`src/rtl/alu_pipe_pkg.sv`:
```
// Shared opcodes, flag bit positions and the NZVC flag record for alu_pipe.
package alu_pipe_pkg;

    localparam logic [3:0] OpXor  = 4'b0000;
    localparam logic [3:0] OpXnor = 4'b0001;
    localparam logic [3:0] OpAdd  = 4'b0010;
    localparam logic [3:0] OpSub  = 4'b0011;
    localparam logic [3:0] OpOr   = 4'b0100;
    localparam logic [3:0] OpNor  = 4'b0101;
    localparam logic [3:0] OpAnd  = 4'b0110;
    localparam logic [3:0] OpZero = 4'b0111;
    localparam logic [3:0] OpLsl  = 4'b1000;
    localparam logic [3:0] OpLsr  = 4'b1001;
    localparam logic [3:0] OpAsr  = 4'b1010;

    localparam int unsigned FlagN = 3;
    localparam int unsigned FlagZ = 2;
    localparam int unsigned FlagV = 1;
    localparam int unsigned FlagC = 0;

    typedef struct packed {
        logic n;
        logic z;
        logic v;
        logic c;
    } flags_t;

endpackage

```
`src/rtl/alu_pipe_if.sv`:
```
// Operand/result handshake bundle between the execute muxes, alu_pipe and writeback.
interface alu_pipe_if #(
    parameter int unsigned WIDTH = 64
) ();
    logic             in_valid;
    logic             in_ready;
    logic [WIDTH-1:0] in_a;
    logic [WIDTH-1:0] in_b;
    logic [3:0]       in_op;
    logic             in_cin;
    logic             in_use_carry;
    logic             in_set_flags;
    logic             out_valid;
    logic             out_ready;
    logic [WIDTH-1:0] out_result;
    logic             out_n;
    logic             out_z;
    logic             out_v;
    logic             out_c;
    logic [3:0]       flags;

    modport master (
        output in_valid, in_a, in_b, in_op, in_cin, in_use_carry, in_set_flags, out_ready,
        input  in_ready, out_valid, out_result, out_n, out_z, out_v, out_c, flags
    );

    modport slave (
        input  in_valid, in_a, in_b, in_op, in_cin, in_use_carry, in_set_flags, out_ready,
        output in_ready, out_valid, out_result, out_n, out_z, out_v, out_c, flags
    );
endinterface

```
`src/rtl/alu_pipe_blk.sv`:
```
// One carry-select slice: group generate/propagate plus sums for block carry-in 0 and 1.
module alu_pipe_blk #(
    parameter int unsigned BLK = 8
) (
    input  logic [BLK-1:0] a,
    input  logic [BLK-1:0] b,
    output logic           g,
    output logic           p,
    output logic [BLK-1:0] sum0,
    output logic [BLK-1:0] sum1
);
    logic [BLK:0] raw;

    assign raw  = {1'b0, a} + {1'b0, b};
    assign sum0 = raw[BLK-1:0];
    assign g    = raw[BLK];
    assign sum1 = raw[BLK-1:0] + BLK'(1);
    // A carry-in ripples straight through only when every bit pair differs.
    assign p    = &(a ^ b);
endmodule

```
`src/rtl/alu_pipe.sv`:
```
// Two-stage pipelined ALU with architectural NZVC register and valid/ready on both sides.
// Define ALU_PIPE_SHIFT_EN to enable the LSL/LSR/ASR opcodes.
module alu_pipe
    import alu_pipe_pkg::*;
#(
    parameter int unsigned WIDTH = 64,
    parameter int unsigned BLK   = 8
) (
    input logic       clk,
    input logic       rst_n,
    alu_pipe_if.slave bus
);
    localparam int unsigned NBLK = WIDTH / BLK;

    logic             s1_valid_q, s1_cin_q, s1_set_q;
    logic [WIDTH-1:0] s1_a_q, s1_b_q;
    logic [3:0]       s1_op_q;
    logic             s2_valid_q;
    logic [WIDTH-1:0] s2_result_q;
    flags_t           s2_flags_q, flags_q;

    logic hazard, s1_adv, accept;

    // A carry consumer must wait until the flag-setting op ahead of it has committed.
    assign hazard       = s1_valid_q & s1_set_q & bus.in_valid & bus.in_use_carry;
    assign s1_adv       = s1_valid_q & (~s2_valid_q | bus.out_ready);
    assign bus.in_ready = (~s1_valid_q | s1_adv) & ~hazard;
    assign accept       = bus.in_valid & bus.in_ready;

    logic             is_arith;
    logic [WIDTH-1:0] b_eff, sum0, sum1, arith_sum, res;
    logic [NBLK-1:0]  blk_g, blk_p;
    logic             carry_out, carry_msb;
    flags_t           res_flags;

    assign is_arith = (s1_op_q == OpAdd) || (s1_op_q == OpSub);
    assign b_eff    = (s1_op_q == OpSub) ? ~s1_b_q : s1_b_q;

    for (genvar i = 0; i < NBLK; i++) begin : g_blk
        alu_pipe_blk #(.BLK(BLK)) u_blk (
            .a    (s1_a_q[i*BLK +: BLK]),
            .b    (b_eff[i*BLK +: BLK]),
            .g    (blk_g[i]),
            .p    (blk_p[i]),
            .sum0 (sum0[i*BLK +: BLK]),
            .sum1 (sum1[i*BLK +: BLK])
        );
    end

    // Block-level lookahead over the group g/p terms selects each block's candidate sum.
    always_comb begin
        logic blk_carry;
        blk_carry = s1_cin_q;
        arith_sum = '0;
        for (int i = 0; i < NBLK; i++) begin
            arith_sum[i*BLK +: BLK] = blk_carry ? sum1[i*BLK +: BLK] : sum0[i*BLK +: BLK];
            blk_carry = blk_g[i] | (blk_p[i] & blk_carry);
        end
        carry_out = blk_carry;
    end

    assign carry_msb = arith_sum[WIDTH-1] ^ s1_a_q[WIDTH-1] ^ b_eff[WIDTH-1];

`ifdef ALU_PIPE_SHIFT_EN
    localparam int unsigned ShW = $clog2(WIDTH);
    logic [ShW-1:0] amt;
    assign amt = s1_b_q[ShW-1:0];
`endif

    always_comb begin
        res = '0;
        case (s1_op_q)
            OpXor:  res = s1_a_q ^ s1_b_q;
            OpXnor: res = ~(s1_a_q ^ s1_b_q);
            OpAdd,
            OpSub:  res = arith_sum;
            OpOr:   res = s1_a_q | s1_b_q;
            OpNor:  res = ~(s1_a_q | s1_b_q);
            OpAnd:  res = s1_a_q & s1_b_q;
`ifdef ALU_PIPE_SHIFT_EN
            OpLsl:  res = s1_a_q << amt;
            OpLsr:  res = s1_a_q >> amt;
            OpAsr:  res = $signed(s1_a_q) >>> amt;
`endif
            default: res = '0;
        endcase
        res_flags.n = res[WIDTH-1];
        res_flags.z = ~|res;
        res_flags.v = is_arith ? (carry_msb ^ carry_out) : flags_q.v;
        res_flags.c = is_arith ? carry_out : flags_q.c;
    end

    always_ff @(posedge clk or negedge rst_n) begin
        if (!rst_n) begin
            s1_valid_q  <= 1'b0;
            s1_a_q      <= '0;
            s1_b_q      <= '0;
            s1_op_q     <= '0;
            s1_cin_q    <= 1'b0;
            s1_set_q    <= 1'b0;
            s2_valid_q  <= 1'b0;
            s2_result_q <= '0;
            s2_flags_q  <= '0;
            flags_q     <= '0;
        end else begin
            if (accept) begin
                s1_valid_q <= 1'b1;
                s1_a_q     <= bus.in_a;
                s1_b_q     <= bus.in_b;
                s1_op_q    <= bus.in_op;
                s1_cin_q   <= bus.in_use_carry ? flags_q.c : bus.in_cin;
                s1_set_q   <= bus.in_set_flags;
            end else if (s1_adv) begin
                s1_valid_q <= 1'b0;
            end
            if (s1_adv) begin
                s2_valid_q  <= 1'b1;
                s2_result_q <= res;
                s2_flags_q  <= res_flags;
                if (s1_set_q) begin
                    flags_q <= res_flags;
                end
            end else if (bus.out_ready) begin
                s2_valid_q <= 1'b0;
            end
        end
    end

    assign bus.out_valid  = s2_valid_q;
    assign bus.out_result = s2_result_q;
    assign bus.out_n      = s2_flags_q.n;
    assign bus.out_z      = s2_flags_q.z;
    assign bus.out_v      = s2_flags_q.v;
    assign bus.out_c      = s2_flags_q.c;
    assign bus.flags      = flags_q;
endmodule

```
`src/flat_wrapper.sv`:
```
// flat-port wrapper written by rule: the top's interface ports become plain ports
module alu_pipe_flat import alu_pipe_pkg::*;
#(
    parameter int unsigned WIDTH = 64,
    parameter int unsigned BLK   = 8
)
  (clk, rst_n, bus_in_valid, bus_in_a, bus_in_b, bus_in_op, bus_in_cin, bus_in_use_carry, bus_in_set_flags, bus_out_ready, bus_in_ready, bus_out_valid, bus_out_result, bus_out_n, bus_out_z, bus_out_v, bus_out_c, bus_flags);
  alu_pipe_if #(.WIDTH(WIDTH)) bus_i ();
  input logic clk;
  input logic rst_n;
  input wire logic [$bits(bus_i.in_valid)-1:0] bus_in_valid;
  input wire logic [$bits(bus_i.in_a)-1:0] bus_in_a;
  input wire logic [$bits(bus_i.in_b)-1:0] bus_in_b;
  input wire logic [$bits(bus_i.in_op)-1:0] bus_in_op;
  input wire logic [$bits(bus_i.in_cin)-1:0] bus_in_cin;
  input wire logic [$bits(bus_i.in_use_carry)-1:0] bus_in_use_carry;
  input wire logic [$bits(bus_i.in_set_flags)-1:0] bus_in_set_flags;
  input wire logic [$bits(bus_i.out_ready)-1:0] bus_out_ready;
  output wire logic [$bits(bus_i.in_ready)-1:0] bus_in_ready;
  output wire logic [$bits(bus_i.out_valid)-1:0] bus_out_valid;
  output wire logic [$bits(bus_i.out_result)-1:0] bus_out_result;
  output wire logic [$bits(bus_i.out_n)-1:0] bus_out_n;
  output wire logic [$bits(bus_i.out_z)-1:0] bus_out_z;
  output wire logic [$bits(bus_i.out_v)-1:0] bus_out_v;
  output wire logic [$bits(bus_i.out_c)-1:0] bus_out_c;
  output wire logic [$bits(bus_i.flags)-1:0] bus_flags;
  assign bus_i.in_valid = bus_in_valid;
  assign bus_i.in_a = bus_in_a;
  assign bus_i.in_b = bus_in_b;
  assign bus_i.in_op = bus_in_op;
  assign bus_i.in_cin = bus_in_cin;
  assign bus_i.in_use_carry = bus_in_use_carry;
  assign bus_i.in_set_flags = bus_in_set_flags;
  assign bus_i.out_ready = bus_out_ready;
  assign bus_in_ready = bus_i.in_ready;
  assign bus_out_valid = bus_i.out_valid;
  assign bus_out_result = bus_i.out_result;
  assign bus_out_n = bus_i.out_n;
  assign bus_out_z = bus_i.out_z;
  assign bus_out_v = bus_i.out_v;
  assign bus_out_c = bus_i.out_c;
  assign bus_flags = bus_i.flags;
  alu_pipe #(.WIDTH(WIDTH), .BLK(BLK)) u_core (.clk(clk), .rst_n(rst_n), .bus(bus_i));
endmodule
```
`config.mk`:
```
export PLATFORM = sky130hd
export DESIGN_NAME = alu_pipe_flat
export DESIGN_NICKNAME = d
export VERILOG_FILES = /design/src/rtl/alu_pipe_pkg.sv /design/src/rtl/alu_pipe_if.sv /design/src/rtl/alu_pipe_blk.sv /design/src/rtl/alu_pipe.sv /design/src/flat_wrapper.sv
export SDC_FILE = /design/constraint.sdc
export NUM_CORES = 1
export LEC_CHECK = 0
export CAP_MARGIN = 10
export CORE_MARGIN = 2
export CORE_UTILIZATION = 53
export CTS_BUF_LIST = sky130_fd_sc_hd__clkbuf_8
export CTS_CLUSTER_SIZE = 24
export DETAILED_ROUTE_END_ITERATION = 10
export GPL_TIMING_DRIVEN = 0
export PLACE_DENSITY = 0.85
export SLEW_MARGIN = 20
export SYNTH_ARGS = -nofsm -noshare
export SYNTH_HDL_FRONTEND = slang
export SYNTH_SLANG_ARGS = --single-unit
```
`constraint.sdc`:
```
create_clock -name clk -period 5.4 [get_ports clk]
set_clock_uncertainty 0.15 [all_clocks]
set_input_delay 1.08 -clock clk [delete_from_list [all_inputs] [get_ports clk]]
set_output_delay 1.08 -clock clk [all_outputs]
set_load 0.03 [all_outputs]
```
* Word-level counts from Yosys, hierarchy flattened *
Index checks and enable logic that the tools add are counted.

cells by class
  $add $sub $neg = 16
  eq/ne operators = 6
  multiplexer cells = 17
  bitwise logic cells = 44
  reduce and logical (&&, ||, !) cells = 16

operators by type and width
  cell                 count
  $pmux 64 s6          1
  $not 64->64          3
  $add 8x8->9          8
  $add 8x1->8 const B  8
  $and 64x64->64       1
  $mux 64              1
  $mux 8               8
  $or 64x64->64        1
  $reduce_and 8->1     8
  $reduce_or 64->1     1
  $xor 64x64->64       1
  $xor 8x8->8          8
  $and 1x1->1          14
  $eq 4x3->1 const B   3
  $or 1x1->1           10
  $eq 4x2->1 const B   2
  $mux 1               7
  $eq 4x1->1 const B   1
  $logic_not 4->1      1
  $reduce_bool 2->1    2
  $not 1->1            3
  $xor 1x1->1          3
  $reduce_and 2->1     1
  $reduce_or 2->1      1
  other kinds (2)      2

word-level totals
  register bits after elaboration = 208
  bits of input ports = 139
  output and inout bits = 74
  logic and storage cells = 115

* Depth between registers and ports, before layout *
  word-level depth = 23
  gate-level depth with buffers = 22
  mapped depth without buffers = 18

* Modules after synthesis *
A second synthesis with hierarchy kept.

unflattened totals
  cell total of the unflattened synthesis = 2,046
  area total of the unflattened synthesis = 18,398.9 um^2

modules (own cells, without submodules)
  module        instances  cells an instance  area an instance (um^2)  seq. area each (um^2)
  alu_pipe      1          1,494              14,264.9                 5,180.0
  alu_pipe_blk  8          69                 516.7                    0.0

* Least setup slack after synthesis *
OpenSTA, ideal clock, no wires.

  kind = register -> register
  start = register u_core.s1_op_q[2]
  end = register u_core.flags_q (netlist bit u_core.bus.flags[2])
  setup time = 0.076 ns
  arrival = 5.127 ns
  required time = 5.174 ns
  setup slack = 0.047 ns
  cell stages (with the launch flop) = 21
  path buffers = 4
  clock period less this slack = 5.353 ns
  cell sequence = dfrtp_1 -> clkbuf_1 -> clkbuf_1 -> nor3b_1 -> and2_1 -> buf_2 -> buf_1 -> xnor2_1 -> ha_1 -> fa_1 -> a211oi_2 -> nor3_2 -> nor4_2 -> a211oi_2 -> o211ai_1 -> a21oi_1 -> a311oi_1 -> o2111a_1 -> nor4b_2 -> nand4_1 -> o21ai_1

between the ends
  longest elaborated chain between the ends = 22
  elaborated cells on any way between the ends = 64
  those cells by class = add/sub (16); eq/ne (6); mux (10); bitwise (21); reduce/logical (11)

RTL lines
  item                                                                  line             text
  start, declared                                                       alu_pipe.sv:17   logic [3:0] s1_op_q;
  start signal, assigned                                                alu_pipe.sv:110  s1_op_q <= bus.in_op;
  parallel branches: the longest is 19 deep, another holds $add 8x8->9  --
  $pmux 64 s6 *                                                         alu_pipe.sv:72   case (s1_op_q)
  $reduce_or 64->1 *                                                    alu_pipe.sv:88   res_flags.z = ~|res;
  $logic_not 1->1 *                                                     alu_pipe.sv:88
  end signal, assigned                                                  alu_pipe.sv:121  flags_q <= res_flags;
  end, declared                                                         alu_pipe.sv:20   flags_t s2_flags_q, flags_q;

Every way passes the cells marked *.
A chain may end at the register's enable or synchronous reset.

* Worst setup path in the final report *
  start = register u_core.s1_op_q[2]
  end = register u_core.s2_flags_q (netlist bit u_core.bus.out_z)

between the ends
  longest elaborated chain between the ends = 22
  elaborated cells on any way between the ends = 64
  those cells by class = add/sub (16); eq/ne (6); mux (10); bitwise (21); reduce/logical (11)

RTL lines
  item                                                                  line             text
  parallel branches: the longest is 19 deep, another holds $add 8x8->9  --
  $pmux 64 s6 *                                                         alu_pipe.sv:72
  $reduce_or 64->1 *                                                    alu_pipe.sv:88
  $logic_not 1->1 *                                                     alu_pipe.sv:88
  end signal, assigned                                                  alu_pipe.sv:119  s2_flags_q <= res_flags;
  end, declared                                                         alu_pipe.sv:20

Marked as above.

==> reports/results.txt <==
Most frequent cells in the layout -> clkdlybuf4s50_1, dfrtp_1, ha_1
Critical R2R Capture -> u_core.bus.out_z
Ys flop type -> dfrtp_1
Cell variety after synth -> 88
Hold Path Class -> input pin to asynchronous set/reset pin
Inst Count DP -> 2579
VDD IR max -> 0.000250 V
Gate power share -> 62.9%
Worst r2r path cells -> 20
Switch share -> 47.9%
Crit path from -> u_core.s1_op_q[2]
Synthesized area -> 17700 µm²
Async set-or-reset flop fraction in the synthesized netlist -> 100%
Vias in the first global route -> 16300
Setup slack, reg-to-reg -> 0.04 ns
CTS Buf Count -> 38
Clock Power Share -> 14.5%
Ranking of synthesized cells by area -> dfrtp_1, ha_1, mux2_2, xnor2_1, inv_1
Top Layer Used -> met4
Worst R2R Start -> u_core.s1_op_q[2]
Die area -> 34800 µm²
P_sw -> 5.14 mW
Nets -> 2545
Crit path required time -> 5.75 ns
1st-pass router iterations -> 7
MaxCap Viol Count -> 0
Clock Latency Late Sink -> 0.58 ns
Synth area leader -> dfrtp_1
Die Span Y -> 187 µm
CP arrival -> 5.71 ns
Worst-path clk slew -> 0.07 ns
Num ports -> 213
Rel. slew slack -> 15.7%
Actual slew at the worst max-slew pin -> 1.26 ns
Ys Warns -> 0
DRT met1 WL -> 25100 µm
CP startpoint kind -> flip-flop
Met2 wire length -> 28000 µm
Total gr overflow -> 0
Vias after detailed routing -> 16600
FILL cells -> 2659
Register area share after synthesis -> 29.3%
Vias per cell -> 6.22
WL/cell -> 24.0 µm
Status -> finished clean
Leakage -> 9.51 nW
Chip Width -> 187 µm
Synth Area per Inst -> 9.18 µm²
Final setup TNS -> 0 ns
Fin util -> 66.4%
Finished Layout Cells -> 2663
Setup WS pre-CTS -> -2.31 ns
Setup ws final -> 0.0396 ns
Final Cycle Share -> 99.3%
Hold buffers post-CTS -> 0
GRT Total Usage -> 36.1%
# diodes -> 0
Htree depth -> 2
Pwr dens -> 494 nW/µm²
HPWL Detailed -> 47700 µm
GPL Wtd Cong -> 1.02
Commonest non-fill, non-tap cell in the layout -> clkdlybuf4s50_1
Final setup fails -> 0
Initial antenna violation count -> 0
Setup CP Type -> flip-flop to flip-flop
Clk sinks -> 207
Post-synth EDFFs -> 0
Top-area cell type share of the netlist area -> 29.3%
FF+latch count, synth -> 207
Sequential power share -> 22.6%
Max Slew Vio Count -> 0
Layout area overhead -> 23.0%
Bufs on Longest Clock Path -> 3
FP Rows -> 66
CTS tree -> built
Crit path time final -> 5.36 ns
Largest net degree at the start of global routing -> 72
First-pass GRT wire length -> 96300 µm
I/O Buffers -> 212
Root Driver -> clkbuf_8
CP endpoint kind -> flip-flop
Number of DRC markers in iteration 0 -> 1878
Total Wirelength -> 64000 µm
Crit Path Max Fanout -> 10
Initial Utilization -> 54.0%
Antenna-violating nets left -> 0
P_int -> 5.59 mW
Syn nets -> 2271
Final Hold Vio Count -> 0
F_max -> 0.187 GHz
Syn Inst Count -> 1923
Share of cells above drive strength 1 -> 14.5%
Core area -> 32700 µm²
Drt drc -> 0
WL met3 -> 7220 µm
per-layer routing:
layer	GRT usage (%)	up-vias
met3	8.26	232
met2	56.1	1027
met4	18.6	0
met5	0	-
met1	47.4	7992
li1	-	7302
critical path, stage by stage (launching register included):
cell      delay [ns]
dfrtp_2         0.46
clkbuf_8        0.20
nor3b_4         0.23
and2_4          0.19
buf_12          0.17
buf_12          0.18
xnor2_1         0.13
ha_1            0.23
fa_2            0.49
ha_1            0.31
mux2i_1         0.17
o22ai_1         0.10
a21oi_1         0.23
nand4_1         0.16
nor4_2          0.28
nand4_1         0.21
nor4_4          0.40
nand4_1         0.30
nor4_4          0.30
nand4_1         0.21
o21ai_1         0.18
registers in the layout, indices dropped and copies added, names as in the netlist:
| register | cells |
|---|---|
| u_core.bus.flags | 4 |
| u_core.bus.out_c | 1 |
| u_core.bus.out_n | 1 |
| u_core.bus.out_result | 63 |
| u_core.bus.out_v | 1 |
| u_core.bus.out_valid | 1 |
| u_core.bus.out_z | 1 |
| u_core.s1_a_q | 64 |
| u_core.s1_b_q | 64 |
| u_core.s1_cin_q | 1 |
| u_core.s1_op_q | 4 |
| u_core.s1_set_q | 1 |
| u_core.s1_valid_q | 1 |
cell families after synthesis:
logic type | synth area share, %
simple gates | 13.1
compound gates | 15.8
buf+inv | 5.72
xor+xnor | 11.5
fa+ha+maj | 15.1
flops | 29.3
mux | 9.44
area by class of cell:
class	instances	area, µm²	share of cell area, %
multi-input combinational	1455	11800	54.2
sequential	207	5180	23.9
timing repair buffer	238	2360	10.9
clock buffer	48	661	3.04
inverter	166	623	2.87
tap	442	553	2.55
buffer	91	477	2.19
clock inverter	16	101	0.467
power groups by stage:
stage | clock network, mW | logic [mW] | registers, mW
after floorplan | 0 | 3.90 | 2.71
final | 1.56 | 6.75 | 2.42
after global routing | 1.64 | 7.20 | 2.45
after CTS | 1.56 | 6.49 | 2.40
after global placement | 0 | 6.11 | 2.40
after detailed placement | 0 | 6.25 | 2.41
synthesized netlist by cell type, types with 35 or more instances:
| cell type | instances |
|---|---|
| a22oi_1 | 40 |
| clkbuf_1 | 60 |
| nand3_1 | 35 |
| xor2_1 | 47 |
| ha_1 | 201 |
| xnor2_1 | 180 |
| nand2_1 | 146 |
| o21ai_0 | 98 |
| a21oi_1 | 78 |
| mux2_2 | 141 |
| inv_1 | 165 |
| nor2_1 | 88 |
| dfrtp_1 | 207 |
per-stage QoR:
stage	power (mW)	hold slack (ns)	cell area (µm²)
global route	11.3	0.357	21700
floorplan	6.61	0.336	17700
global placement	8.51	0.311	20300
CTS	10.5	0.328	21500
finish	10.7	0.312	21700
detailed placement	8.66	0.313	20400
worst max path at each step:
stage                                endpoint  depth (start not counted)  slack [ns]
after CTS                    u_core.bus.out_z                         20       0.003
after global placement      u_core.s1_b_q[58]                          1       -5.55
final                        u_core.bus.out_z                         20        0.04
after detailed placement     u_core.bus.out_z                         20       -2.31
after floorplan           u_core.bus.flags[2]                         20        0.05
after global routing         u_core.bus.out_z                         19      -0.007
repair_timing:
| action | 4_1_cts | 5_1_grt |
|---|---|---|
| pin swaps | 18 | 20 |
| endpoints found under the hold margin | 0 | 0 |
| setup buffers | 15 | 9 |
| setup endpoints to repair | 65 | 4 |
| resized for setup | 70 | 35 |
(Power assumes the default switching activity.)
